==> src/rtl/instr_fetch_unit.sv <==
// RV32I fetch stage: PC, credit-limited imem requests, {pc,instr} buffer.
// Define IF_BYPASS_EN to forward a response straight to decode when the buffer is empty.
module instr_fetch_unit #(
  parameter logic [31:0] RESET_PC   = 32'h0000_0000,
  parameter int          FIFO_DEPTH = 2
) (
  input  logic        clk_i,
  input  logic        rst_i,
  input  logic        redirect_i,
  input  logic [31:0] redirect_pc_i,
  output logic        imem_req_o,
  output logic [31:0] imem_addr_o,
  input  logic        imem_gnt_i,
  input  logic        imem_rvalid_i,
  input  logic [31:0] imem_rdata_i,
  output logic [31:0] instr_o,
  output logic [31:0] pc_o,
  output logic        valid_o,
  input  logic        ready_i
);
  localparam int AW = $clog2(FIFO_DEPTH);
  localparam int CW = AW + 1;
  localparam logic [CW:0] DEPTH_W = (CW+1)'(FIFO_DEPTH);
  localparam logic [CW-1:0] DEPTH_C = CW'(FIFO_DEPTH);
  localparam logic [31:0] NOP = 32'h0000_0013;

  logic [31:0] fetch_pc_q, fetch_pc_d;
  logic [31:0] resp_pc_q, resp_pc_d;
  logic [CW-1:0] outst_q, outst_d;
  logic [CW-1:0] disc_q, disc_d;
  logic [CW-1:0] cnt_q, cnt_d;
  logic [AW-1:0] rptr_q, rptr_d;
  logic [AW-1:0] wptr_q, wptr_d;
  logic [31:0] pc_mem_q [FIFO_DEPTH];
  logic [31:0] ins_mem_q [FIFO_DEPTH];

  logic [CW:0] used;
  logic [31:0] tgt;
  logic fifo_empty, fifo_full;
  logic grant, keep, byp_vld;
  logic push, pop;
  logic unused_pc_lsb;

  assign unused_pc_lsb = ^redirect_pc_i[1:0];
  assign tgt = {redirect_pc_i[31:2], 2'b00};

  // Credit covers both in-flight and buffered words so a response always fits.
  assign used = {1'b0, outst_q} + {1'b0, cnt_q};
  assign imem_req_o = !rst_i && (used < DEPTH_W);
  assign imem_addr_o = fetch_pc_q;

  assign fifo_empty = (cnt_q == '0);
  assign fifo_full = (cnt_q == DEPTH_C);
  assign grant = imem_req_o && imem_gnt_i;
  assign keep = imem_rvalid_i && (disc_q == '0) && !redirect_i;

`ifdef IF_BYPASS_EN
  assign byp_vld = fifo_empty && keep;
`else
  assign byp_vld = 1'b0;
`endif

  assign valid_o = (!fifo_empty || byp_vld) && !redirect_i;
  assign pop = valid_o && ready_i && !fifo_empty;
  assign push = keep && !(byp_vld && ready_i);

  always_comb begin
    instr_o = NOP;
    pc_o = 32'h0;
    if (valid_o) begin
      if (byp_vld) begin
        instr_o = imem_rdata_i;
        pc_o = resp_pc_q;
      end else begin
        instr_o = ins_mem_q[rptr_q];
        pc_o = pc_mem_q[rptr_q];
      end
    end
  end

  always_comb begin
    fetch_pc_d = fetch_pc_q;
    resp_pc_d = resp_pc_q;
    outst_d = outst_q + CW'(grant) - CW'(imem_rvalid_i);
    disc_d = disc_q;
    cnt_d = cnt_q;
    rptr_d = rptr_q;
    wptr_d = wptr_q;
    if (redirect_i) begin
      // Everything still in flight after this edge belongs to the old path.
      fetch_pc_d = tgt;
      resp_pc_d = tgt;
      disc_d = outst_d;
      cnt_d = '0;
      rptr_d = '0;
      wptr_d = '0;
    end else begin
      if (grant) fetch_pc_d = fetch_pc_q + 32'd4;
      if (imem_rvalid_i && disc_q != '0) disc_d = disc_q - CW'(1);
      if (keep) resp_pc_d = resp_pc_q + 32'd4;
      if (push) wptr_d = wptr_q + AW'(1);
      if (pop) rptr_d = rptr_q + AW'(1);
      cnt_d = cnt_q + CW'(push) - CW'(pop);
    end
  end

  always_ff @(posedge clk_i or posedge rst_i) begin
    if (rst_i) begin
      fetch_pc_q <= RESET_PC;
      resp_pc_q <= RESET_PC;
      outst_q <= '0;
      disc_q <= '0;
      cnt_q <= '0;
      rptr_q <= '0;
      wptr_q <= '0;
    end else begin
      fetch_pc_q <= fetch_pc_d;
      resp_pc_q <= resp_pc_d;
      outst_q <= outst_d;
      disc_q <= disc_d;
      cnt_q <= cnt_d;
      rptr_q <= rptr_d;
      wptr_q <= wptr_d;
    end
  end

  always_ff @(posedge clk_i) begin
    if (push) begin
      pc_mem_q[wptr_q] <= resp_pc_q;
      ins_mem_q[wptr_q] <= imem_rdata_i;
    end
  end

  a_no_overflow: assert property (
    @(posedge clk_i) disable iff (rst_i) !(push && fifo_full && !pop)
  );

endmodule

==> config.mk <==
export PLATFORM = sky130hd
export DESIGN_NAME = instr_fetch_unit
export DESIGN_NICKNAME = d
export VERILOG_FILES = /design/src/rtl/instr_fetch_unit.sv
export SDC_FILE = /design/constraint.sdc
export NUM_CORES = 1
export LEC_CHECK = 0
export ABC_AREA = 1
export ABC_CLOCK_PERIOD_IN_PS = 5050
export BUFFER_PORTS_ARGS = -buffer_cell sky130_fd_sc_hd__buf_2
export CAP_MARGIN = 25
export CORE_AREA = 2 2 212 162
export CTS_BUF_LIST = sky130_fd_sc_hd__clkbuf_8
export DETAILED_ROUTE_END_ITERATION = 8
export DIE_AREA = 0 0 214 164
export GPL_TIMING_DRIVEN = 0
export PLACE_DENSITY = 0.51
export RECOVER_POWER = 100
export SLEW_MARGIN = 20
export SYNTH_ARGS = -nofsm -noshare
export SYNTH_HDL_FRONTEND = slang
export SYNTH_SLANG_ARGS = --single-unit
==> constraint.sdc <==
create_clock -name clk_i -period 5.05 [get_ports clk_i]
set_clock_uncertainty 0.15 [all_clocks]
set_input_delay 0.7575 -clock clk_i [delete_from_list [all_inputs] [get_ports clk_i]]
set_output_delay 0.7575 -clock clk_i [all_outputs]
set_load 0.05 [all_outputs]
==> impl_metrics.yaml <==
route:
  route.detailed.drc: 0
  routed_wirelength_mm: 27.01
  vias: 7498
  viasPerCell: 4.429
  drtAntennaViolNets: 0
  drt_iter0_markers: 506
  wire_per_inst_um: 15.96
  dr.pass1.iters: 7
die:
  coreArea_sq_um: 33020
  pin_count: 168
  dieWidth_um: 214
  die_h_um: 164
  rows: 58
  dieArea_sq_um: 35100
  start_util_pct: 29.51
final_layout:
  nFillCells: 3519
  area_growth_pct: 17.04
  nets: 1308
  final_util_pct: 34.54
  final_area_sq_um: 11400
  antennaDiodeCount: 0
  layout-drive-gt1-share_pct: 15.93
place:
  dp_slack_ns: 1.828
  dp_hpwl_mm: 20.44
  postPlaceCellArea_sq_um: 11240
  io_buffers: 160
  routabilityCongestion: 0.8452
pwr:
  power_frac_clock_pct: 22.0
  switching_power_mw: 1.865
  seq_power_share_pct: 46.7
  leakage_nw: 4.958
  powerDensity_nw_per_um2: 397.6
  combPwrFrac_pct: 31.4
  max-vdd-ir-drop_mv: 0.1779
  p_int_mw: 2.670
  power_mw: 4.535
  swShare_pct: 41.13
logic_synthesis:
  synth_xor_area_share_pct: 1.798
  async_flop_share_pct: 35.42
  netlist_instances: 1043
  synth_edf_count: 124
  synth-simple-area-share_pct: 22.16
  syn_area_sq_um: 9744
  synth_top_family_by_area: "simple AND/OR/NAND/NOR gates"
  ys_seq_area_share_pct: 55.68
  synth-seq-cells: 192
  synth_compound_area_share_pct: 4.289
  synth.avg_cell_area_sq_um: 9.343
  synth_flop_cell: "edfxtp_1"
  synth_warnings: 0
  synth_mux_area_share_pct: 6.818
  ys_types: 35
  synth_fa_ha_area_share_pct: 1.104
clock_network:
  clockBufferDepth: 2
  clkLatencyLatePin_ns: 0.47
  clk_pin_slew_ns: 0.11
  cts_root_buf: "clkbuf_8"
  h-tree-depth: 4
  cts_setup_buffers: 0
  cts_hold_buf: 0
  tritoncts: "built"
  numCtsBuffers: 17
  cts_sinks: 192
  cts_resized: 0
global_routing:
  gr-total-overflow: 0
  antenna_found_initial: 0
  grt_usage_pct: 15.72
  grt_pass1_vias: 7173
  grt_pass1_wl_mm: 41.86
  grt_max_degree: 42
critical_path:
  reg2reg_slack_ns: 1.33
  crit_arrival_ns: 3.74
  rr_endpoint: "pc_mem_q[1][31]"
  crit_start: "disc_q[0]"
  crit_fanout: 25
  r2r_cells: 8
  required_ns: 5.07
  path_class: "reg2reg"
  critPathCapture: "pc_mem_q[1][31]"
  startpoint_type: "register"
  slowest_stage: "nor2_1"
  path_cells: "inv_1 -> ha_1 -> nand2_1 -> nor2_2 -> inv_1 -> nor2_1 -> buf_12 -> buf_12"
  critPathMaxStageDelay_ns: 1.22
  r2r_start: "disc_q[0]"
  critical_path.endpoint_type: "register"
timing:
  relSlewSlack_pct: -7.251
  period_needed_ns: 3.720
  tightest_slew_ns: 1.603
  whs_ns: 0.3105
  hold_viol_final: 0
  fmax_ghz: 0.2688
  finalMaxSlewViolations: 31
  rsz0062_at_grt: "no"
  finalCritPeriodShare_pct: 73.66
  post-route-worst-setup-slack_ns: 1.330
  finalSetupViolCount: 0
min_path:
  min_path_type: "in2reg"
run:
  drv_cap: 2
outcome:
  status: "complete, but fails checks"
  violations: "capacitance limit, slew limit"
registers in the layout, summed over array words and instances, names as in the netlist:
name / count
cnt_q: 2
disc_q: 2
imem_addr_o: 30
ins_mem_q: 64
outst_q: 2
pc_mem_q: 60
resp_pc_q: 30
rptr_q: 1
wptr_q: 1
cell usage after synthesis, types with 15 or more instances:
cell type,n,area share (%)
dfrtp_1,68,17
nor2_2,17,1.1
mux2_2,59,6.8
nand3_1,72,3.7
xor2_1,15,1.3
nor2_1,65,2.5
buf_2,17,0.87
o211ai_1,21,1.6
inv_1,156,6.0
nand2_1,313,12
edfxtp_1,124,38
o21ai_0,33,1.7
worst min-delay path by stage:
stage	startpoint	endpoint	slack [ns]	depth (start not counted)
global route	imem_rdata_i[25]	ins_mem_q[1][25]	0.27	1
floorplan	resp_pc_q[5]	pc_mem_q[0][5]	0.31	0
global placement	wptr_q	wptr_q	0.38	2
finish	imem_rdata_i[26]	ins_mem_q[0][26]	0.31	1
detailed placement	resp_pc_q[16]	pc_mem_q[1][16]	0.40	0
CTS	rst_i	outst_q[1]	0.14	2
power by group through the flow:
stage / Sequential [mW] / Clock, mW / Combinational, mW
after floorplan: 2.24 / 0 / 0.953
after global placement: 2.16 / 0 / 1.46
after detailed placement: 2.15 / 0 / 1.50
after CTS: 2.11 / 1.03 / 1.51
after global routing: 2.15 / 1.08 / 1.57
final: 2.12 / 0.996 / 1.42
per-layer routing:
metal,wire length (um),up-vias,GRT usage [%]
met5,0,-,0
met4,282,0,3.179
met3,1466,19,3.278
met2,11140,221,23.05
met1,14130,3533,23.75
li1,-,3725,-
worst max-delay path: cells and delay by family (launching register included):
kind	cells	cell delay, ns
DFF	1	0.40
buffers and inverters	4	0.85
and+or+nand+nor	3	1.81
adders and majority gates	1	0.18
per-stage QoR:
| stage | TNS (ns) | instances |
|---|---|---|
| floorplan | 0 | 1046 |
| global placement | -209.50 | 1656 |
| detailed placement | 0 | 1661 |
| CTS | 0 | 1693 |
| global route | 0 | 1693 |
| finish | 0 | 1693 |
cell families (layout without fill, tap and decap cells):
kind of cell | Yosys count | count (layout)
AO/OA/AOI/OAI | 70 | 70
adder cells (fa/ha/maj) | 8 | 8
flip-flops | 192 | 192
AND/OR/NAND/NOR | 501 | 501
buffers and inverters | 192 | 389
other | 1 | 4
multiplexers | 59 | 59
XOR/XNOR | 20 | 20
cells in the final DEF (no fill, tap or decap), types with 3 or more instances in the layout:
cell type	netlist	routed
a21oi_1	8	8
and2_1	4	4
buf_1	3	3
buf_12	0	4
buf_2	17	65
buf_4	7	6
clkbuf_1	1	117
clkbuf_8	0	17
conb_1	1	4
dfrtp_1	68	68
edfxtp_1	124	124
ha_1	7	7
inv_1	156	160
inv_8	0	6
mux2_2	59	59
nand2_1	313	315
nand2_2	6	4
nand3_1	72	72
nand4_1	8	8
nor2_1	65	68
nor2_2	17	16
nor2_4	8	6
o211ai_1	21	21
o21ai_0	33	33
o21bai_1	5	5
xnor2_1	5	5
xor2_1	15	15
cell type report:
class	instances	area, sq um	area share (%)
sequential	192	5425	47.57
inverter	161	605.6	5.310
clock inverter	15	142.6	1.251
timing repair buffer	165	779.5	6.835
buffer	31	148.9	1.306
clock buffer	17	234.0	2.052
tap	450	563.0	4.937
multi-input combinational	662	3506	30.74
Power figures use the tool's default switching activity.
